File: config.mk
export PLATFORM = sky130hd
export DESIGN_NAME = mem_arbiter
export DESIGN_NICKNAME = d
export VERILOG_FILES = /design/src/rtl/mem_arbiter.sv
export SDC_FILE = /design/constraint.sdc
export NUM_CORES = 1
export LEC_CHECK = 0
export ABC_AREA = 1
export CORE_AREA = 2 2 108 110
export DETAILED_ROUTE_END_ITERATION = 8
export DIE_AREA = 0 0 110 112
export SLEW_MARGIN = 0
export SYNTH_ARGS = -nofsm -noshare
export SYNTH_HDL_FRONTEND = slang
export SYNTH_SLANG_ARGS = --single-unit
File: constraint.sdc
create_clock -name clk -period 2.9 [get_ports clk]
set_clock_uncertainty 0.2 [all_clocks]
set_input_delay 0.58 -clock clk [delete_from_list [all_inputs] [get_ports clk]]
set_output_delay 0.58 -clock clk [all_outputs]
set_load 0.02 [all_outputs]
File: src/rtl/mem_arbiter.sv
// Two-master arbiter sharing a single-port block RAM (1-cycle registered read) between
// instruction fetch and load/store. Data wins ties, bounded by a burst counter.
module mem_arbiter #(
  parameter int unsigned MEM_WORDS      = 256,
  parameter int unsigned MAX_DATA_BURST = 4
) (
  input  logic        clk,
  input  logic        rst,
  // fetch port
  input  logic        i_req,
  input  logic [31:0] i_addr,
  output logic        i_gnt,
  output logic        i_rvalid,
  output logic [31:0] i_rdata,
  output logic        i_err,
  // load/store port
  input  logic        d_req,
  input  logic        d_we,
  input  logic [3:0]  d_be,
  input  logic [31:0] d_addr,
  input  logic [31:0] d_wdata,
  output logic        d_gnt,
  output logic        d_rvalid,
  output logic [31:0] d_rdata,
  output logic        d_err,
  // RAM side
  output logic [31:0] mem_addr,
  output logic [3:0]  mem_be,
  output logic [31:0] mem_wdata,
  output logic        mem_we,
  input  logic [31:0] mem_rdata,
  // debug: response owner (0 IDLE, 1 RESP_I, 2 RESP_D) and data burst count
  output logic [1:0]  dbg_state_o,
  output logic [3:0]  dbg_burst_cnt_o
);

  // Handshake: a master raises req with its fields stable and holds them until the
  // cycle its gnt is high; that cycle is the transfer, and exactly one cycle later the
  // matching rvalid (with rdata/err) appears on the same port. There is no back-pressure
  // on responses, so every grant produces exactly one response unless reset intervenes.

  typedef enum logic [1:0] {
    IDLE   = 2'd0,
    RESP_I = 2'd1,
    RESP_D = 2'd2
  } state_e;

  localparam logic [3:0]  BURST_MAX  = 4'(MAX_DATA_BURST);
  localparam logic [29:0] WORD_LIMIT = 30'(MEM_WORDS);

  state_e      state_q, state_d;
  logic        err_q, err_d;
  logic        store_q, store_d;
  logic [3:0]  burst_q, burst_d;
  logic        i_oor, d_oor, burst_full;

  assign i_oor      = (i_addr[31:2] >= WORD_LIMIT);
  assign d_oor      = (d_addr[31:2] >= WORD_LIMIT);
  assign burst_full = (burst_q == BURST_MAX);

  // Data wins unless fetch is waiting and data has already used its whole burst.
  always_comb begin
    i_gnt = 1'b0;
    d_gnt = 1'b0;
    if (!rst) begin
      if (d_req && !(i_req && burst_full)) begin
        d_gnt = 1'b1;
      end else if (i_req) begin
        i_gnt = 1'b1;
      end
    end
  end

  always_comb begin
    mem_addr  = i_addr;
    mem_we    = 1'b0;
    mem_be    = 4'b0000;
    mem_wdata = 32'h0;
    if (d_gnt) begin
      mem_addr  = d_addr;
      mem_we    = d_we & ~d_oor;
      mem_be    = d_be;
      mem_wdata = d_wdata;
    end
  end

  always_comb begin
    burst_d = burst_q;
    if (i_gnt || !i_req) begin
      burst_d = 4'd0;
    end else if (d_gnt && !burst_full) begin
      burst_d = burst_q + 4'd1;
    end
  end

  always_comb begin
    state_d = IDLE;
    err_d   = 1'b0;
    store_d = 1'b0;
    if (i_gnt) begin
      state_d = RESP_I;
      err_d   = i_oor;
    end else if (d_gnt) begin
      state_d = RESP_D;
      err_d   = d_oor;
      store_d = d_we;
    end
  end

  always_ff @(posedge clk) begin
    if (rst) begin
      state_q <= IDLE;
      err_q   <= 1'b0;
      store_q <= 1'b0;
      burst_q <= 4'd0;
    end else begin
      state_q <= state_d;
      err_q   <= err_d;
      store_q <= store_d;
      burst_q <= burst_d;
    end
  end

  // Responses are suppressed while rst is high so a grant cut off by reset never returns.
  always_comb begin
    i_rvalid = 1'b0;
    i_rdata  = 32'h0;
    i_err    = 1'b0;
    d_rvalid = 1'b0;
    d_rdata  = 32'h0;
    d_err    = 1'b0;
    if (!rst) begin
      case (state_q)
        RESP_I: begin
          i_rvalid = 1'b1;
          i_err    = err_q;
          if (!err_q) i_rdata = mem_rdata;
        end
        RESP_D: begin
          d_rvalid = 1'b1;
          d_err    = err_q;
          if (!err_q && !store_q) d_rdata = mem_rdata;
        end
        default: ;
      endcase
    end
  end

  assign dbg_state_o     = state_q;
  assign dbg_burst_cnt_o = burst_q;

endmodule

Yosys cells after proc, flatten, opt, wreduce, memory -nomap -nowiden
Cells that the tools add are included.
- memories kept: 0
- word-level logic and storage cells: 54
- memory bits (writable): 0
- ROM bits: 0
- input bits: 137
- bits in latches: 0
- register bits: 8
- add/subtract/negate cells: 1
- mux-type cells: 27
- multiply operators: 0
- magnitude comparators: 2
- shift operators: 0
- reductions and logical operators: 13
- bitwise logic cells: 3
- div/mod/pow operators: 0
- equal/unequal tests: 3
- operator list (kind ; number):
    32-bit 2-to-1 mux ; 8
    30-bit by 9-bit >= comparator with 1-bit output, second input constant ; 2
    1-bit 2-to-1 mux ; 17
    1-bit logical NOT ; 5
    4-bit by 1-bit adder with 4-bit output, second input constant ; 1
    4-bit by 3-bit equality test with 1-bit output, second input constant ; 1
    1-bit logical AND ; 4
    4-bit 2-to-1 mux ; 1
    2-bit OR reduction ; 2
    3-bit OR reduction ; 1
    2-bit by 1-bit equality test with 1-bit output, second input constant ; 1
    2-bit equality test, second input constant ; 1
    2-bit 2-to-1 mux ; 1
    1-bit inverter ; 2
    1-bit bitwise AND ; 1
    1-bit logical OR ; 1

Depth between registers and ports, before layout
- word-level depth: 8
- gate-level depth with buffers: 8

Least setup slack after synthesis
No wires, ideal clock.
- path type: reg-to-output
- start point: reg burst_q[0] (netlist: dbg_burst_cnt_o[0])
- end point: out mem_we
- path slack: 0.394 ns
- buffers on the path: 1
- arrival: 1.726 ns
- required time: 2.120 ns
- cell stages (with the launch flop): 7
- path through: dfxtp_1 -> inv_1 -> ha_1 -> nand4_4 -> nand3_4 -> buf_2 -> nor3_1
- word-level cells in the longest chain between the ends: 7
- RTL lines (item ; RTL line ; source):
    start, declared ; 54 ; logic [3:0] burst_q, burst_d;
    start signal, assigned ; 120 ; burst_q <= burst_d;
    4-bit by 3-bit equality test with 1-bit output ; 59 ; assign burst_full = (burst_q == BURST_MAX);
    1-bit logical AND ; 66 ; if (d_req && !(i_req && burst_full)) begin
    1-bit logical NOT ; 66 ;
    1-bit logical AND ; 66 ;
    1-bit 2-to-1 mux ; 66 ;
    1-bit 2-to-1 mux ; 65 ; if (!rst) begin
    1-bit 2-to-1 mux ; 79 ; if (d_gnt) begin
    end, declared ; 30 ; output logic mem_we,
No other way between the ends.

Worst setup path in the final report
- start point: in i_req
- end point: out mem_addr[27]
- word-level cells in the longest chain between the ends: 6
- RTL lines (item ; RTL line ; source):
    start, declared ; 10 ; input logic i_req,
    1-bit logical AND ; 66 ;
    1-bit logical NOT ; 66 ;
    1-bit logical AND ; 66 ;
    1-bit 2-to-1 mux ; 66 ;
    1-bit 2-to-1 mux ; 65 ;
    32-bit 2-to-1 mux ; 79 ;
    end, declared ; 27 ; output logic [31:0] mem_addr,
No other way between the ends.

==> results.py <==
metrics = {
    "run_status": {
        "status": "complete, no violations",
    },
    "place": {
        "hpwl_um": 8470,
        "dp.cells": 800,
        "port_buffers": 281,
        "gp_congestion": 0.854,
        "postPlaceCellArea_um2": 4830,
    },
    "clock_tree": {
        "cts_root_buf": "clkbuf_16",
        "cts_inserted_buffers": 3,
        "cts_tree": "yes",
        "cts_setup_buffers": 0,
        "cts-htree-levels": 1,
        "max-clock-path-buffers": 2,
        "worst_skew_pair.late_latency_ns": 0.24,
        "path_clk_slew_ns": 0.03,
        "clkSinkCount": 8,
    },
    "routing": {
        "drc": 0,
        "ant_nets": 0,
        "drt_iter0_drc": 117,
        "via_per_inst": 3.92,
        "routedWlPerCell_um": 12.1,
        "dr.pass1.iters": 4,
        "wirelength_um": 9700,
        "vias": 3145,
    },
    "floorplan": {
        "dieWidth_um": 110,
        "io_pins": 282,
        "die_area_um2": 12300,
        "die_y_um": 112,
        "start_util": 0.156,
        "core_um2": 11200,
        "rows": 39,
    },
    "yosys": {
        "synth-seq-cells": 8,
        "synth_top_area_frac": 0.202,
        "synth_cell_types": 20,
        "ys_seq_area_frac": 0.0918,
        "syn_area_um2": 1750,
        "postSynthCellCount": 378,
        "synth_top_cell_by_area": "inv_1",
        "synth_warnings": 0,
        "yosys-top-cells-area": "inv_1, nor2_1, nand2_1",
        "syn_nets": 517,
        "syn_avg_cell_area_um2": 4.62,
    },
    "critical_path": {
        "slowest_stage": "clkdlybuf4s50_1",
        "reg2reg_from": "dbg_burst_cnt_o[0]$_SDFFE_PP0P_",
        "r2r_end": "dbg_burst_cnt_o[2]$_SDFFE_PP0P_",
        "cpPeakStageDelay_ns": 0.53,
        "r2r_setup_slack_ns": 1.26,
        "path_cells": "clkdlybuf4s50_1, nand4_4, nand3_4, buf_12, nand2_1, o21ai_0, dlygate4sd1_1",
        "worst_setup_path_start_kind": "input pin",
        "cp.required_ns": 2.12,
        "critPathBufInv": 3,
        "crit_family": "buffers and inverters",
        "worstPathMaxFanout": 22,
        "startpoint": "i_req",
        "worstPathArrival_ns": 2.04,
        "rr_worst_depth": 8,
        "worstSetupPathType": "input pin to output pin",
        "critPathCaptureType": "output pin",
    },
    "sta": {
        "slew_headroom": 0.773,
        "timing.hold.ws_ns": 0.357,
        "setup_viol_count_final": 0,
        "slew_violations": 0,
        "final.setup.tns_ns": 0,
        "grt_setup_unrepaired": "no",
        "fin_crit_ns": 2.82,
        "worst_slew_pin_slew_ns": 0.340,
        "finalHoldViolations": 0,
        "fin_crit_sh": 0.971,
        "fmax_mhz": 355,
    },
    "global_route": {
        "grt_overflow_total": 0,
        "grt_max_degree": 35,
        "antenna_found_initial": 0,
        "grt_pass1_wl_um": 14700,
        "grt_pass1_vias": 3112,
        "track_usage": 0.147,
    },
    "final_layout": {
        "layout_commonest_cell": "clkdlybuf4s50_1",
        "drive_above_1_share": 0.0924,
        "num_antenna_cells": 0,
        "fillers": 1199,
        "area_delta_synth_final_pct": 164,
        "nets": 801,
        "final_cell_mix": "clkdlybuf4s50_1, dlygate4sd2_1, nor2_1",
        "seqCellArea_um2": 160,
        "design_area_um2": 4620,
        "multi_input_area_um2": 1090,
        "final_cells": 803,
        "fin_util": 0.413,
    },
    "pwr": {
        "vdd_drop_max_mv": 0.125,
        "power.density_nw_per_um2": 196,
        "total_leakage_power_nw": 2.79,
    },
    "min_path": {
        "hold_path.class": "flip-flop to flip-flop",
        "hold_start": "dbg_burst_cnt_o[0]$_SDFFE_PP0P_",
        "min_to": "dbg_burst_cnt_o[0]$_SDFFE_PP0P_",
        "min_path_cells": 3,
    },
    "job": {
        "maxCapViolCount": 0,
    },
}
[cells by family (layout without fill, tap and decap cells)]
logic type / after synthesis / count (layout) / synth area share
simple gates: 231 / 231 / 0.551
buf+inv: 117 / 399 / 0.281
compound gates: 19 / 19 / 0.0566
flops: 8 / 8 / 0.0918
fa+ha+maj: 2 / 2 / 0.0143
xor+xnor: 1 / 1 / 0.00502
[layer usage]
metal  vias to the layer above  part of all wire  GRT usage
li1                       1664                 -          -
met4                         0            0.0059     0.0203
met5                         -                 0          0
met2                       149              0.53      0.297
met1                      1325              0.36      0.150
met3                         7              0.10     0.0351
[worst min-delay path, stage by stage, from the launching register on]
cell and delay, ns:
dfxtp_1 0.32, inv_1 0.06, nand2_1 0.06, a21oi_1 0.06
[cells in the mapped netlist]
cell type and count:
a21oi_1 4, buf_2 14, buf_4 3, buf_6 3, clkbuf_1 2, dfxtp_1 8, ha_1 2, inv_1 94
inv_2 1, nand2_1 91, nand3_1 3, nand3_4 1, nand4_1 6, nand4_4 1, nor2_1 94, nor3_1 34
o2111ai_1 1, o21ai_0 14, or2_1 1, xor2_1 1
[worst max path at each step]
stage / slack, ns / to / cells past startpoint
floorplan: 0.39 / mem_we / 6
CTS: 0.003 / mem_wdata[8] / 6
global route: 0.00002 / mem_wdata[8] / 6
finish: 0.08 / mem_addr[27] / 7
global placement: -0.30 / mem_addr[25] / 6
detailed placement: -0.30 / mem_addr[25] / 6
[where the power goes]
part | switching (mW) | internal [mW]
registers | 0.00225 | 0.115
clock network | 0.0562 | 0.178
logic | 0.269 | 0.284
[state kept, by name (all words and copies together) (netlist names)]
register         flops
err_q                1
dbg_state_o          2
store_q              1
dbg_burst_cnt_o      4
[stage by stage]
| stage | power, mW | setup WS (ns) |
|---|---|---|
| after floorplan | 0.351 | 0.394 |
| after detailed placement | 0.736 | -0.301 |
| after global placement | 0.732 | -0.300 |
| after CTS | 0.922 | 0.00303 |
| final | 0.904 | 0.0833 |
| after global routing | 0.957 | 0.0000173 |
[cell type report]
cell class,count,share of cell area
Timing Repair Buffer,301,0.596
Multi-Input combinational cell,253,0.237
Inverter,95,0.0773
Tap cell,143,0.0388
Sequential cell,8,0.0347
Clock buffer,3,0.0163
[repair_timing]
action / 4_1_cts / 5_1_grt
resized for setup: 142 / 79
gates cloned: 0 / 0
setup endpoints to repair: 137 / 77
hold buffers: 0 / 0
(Power assumes the default switching activity.)
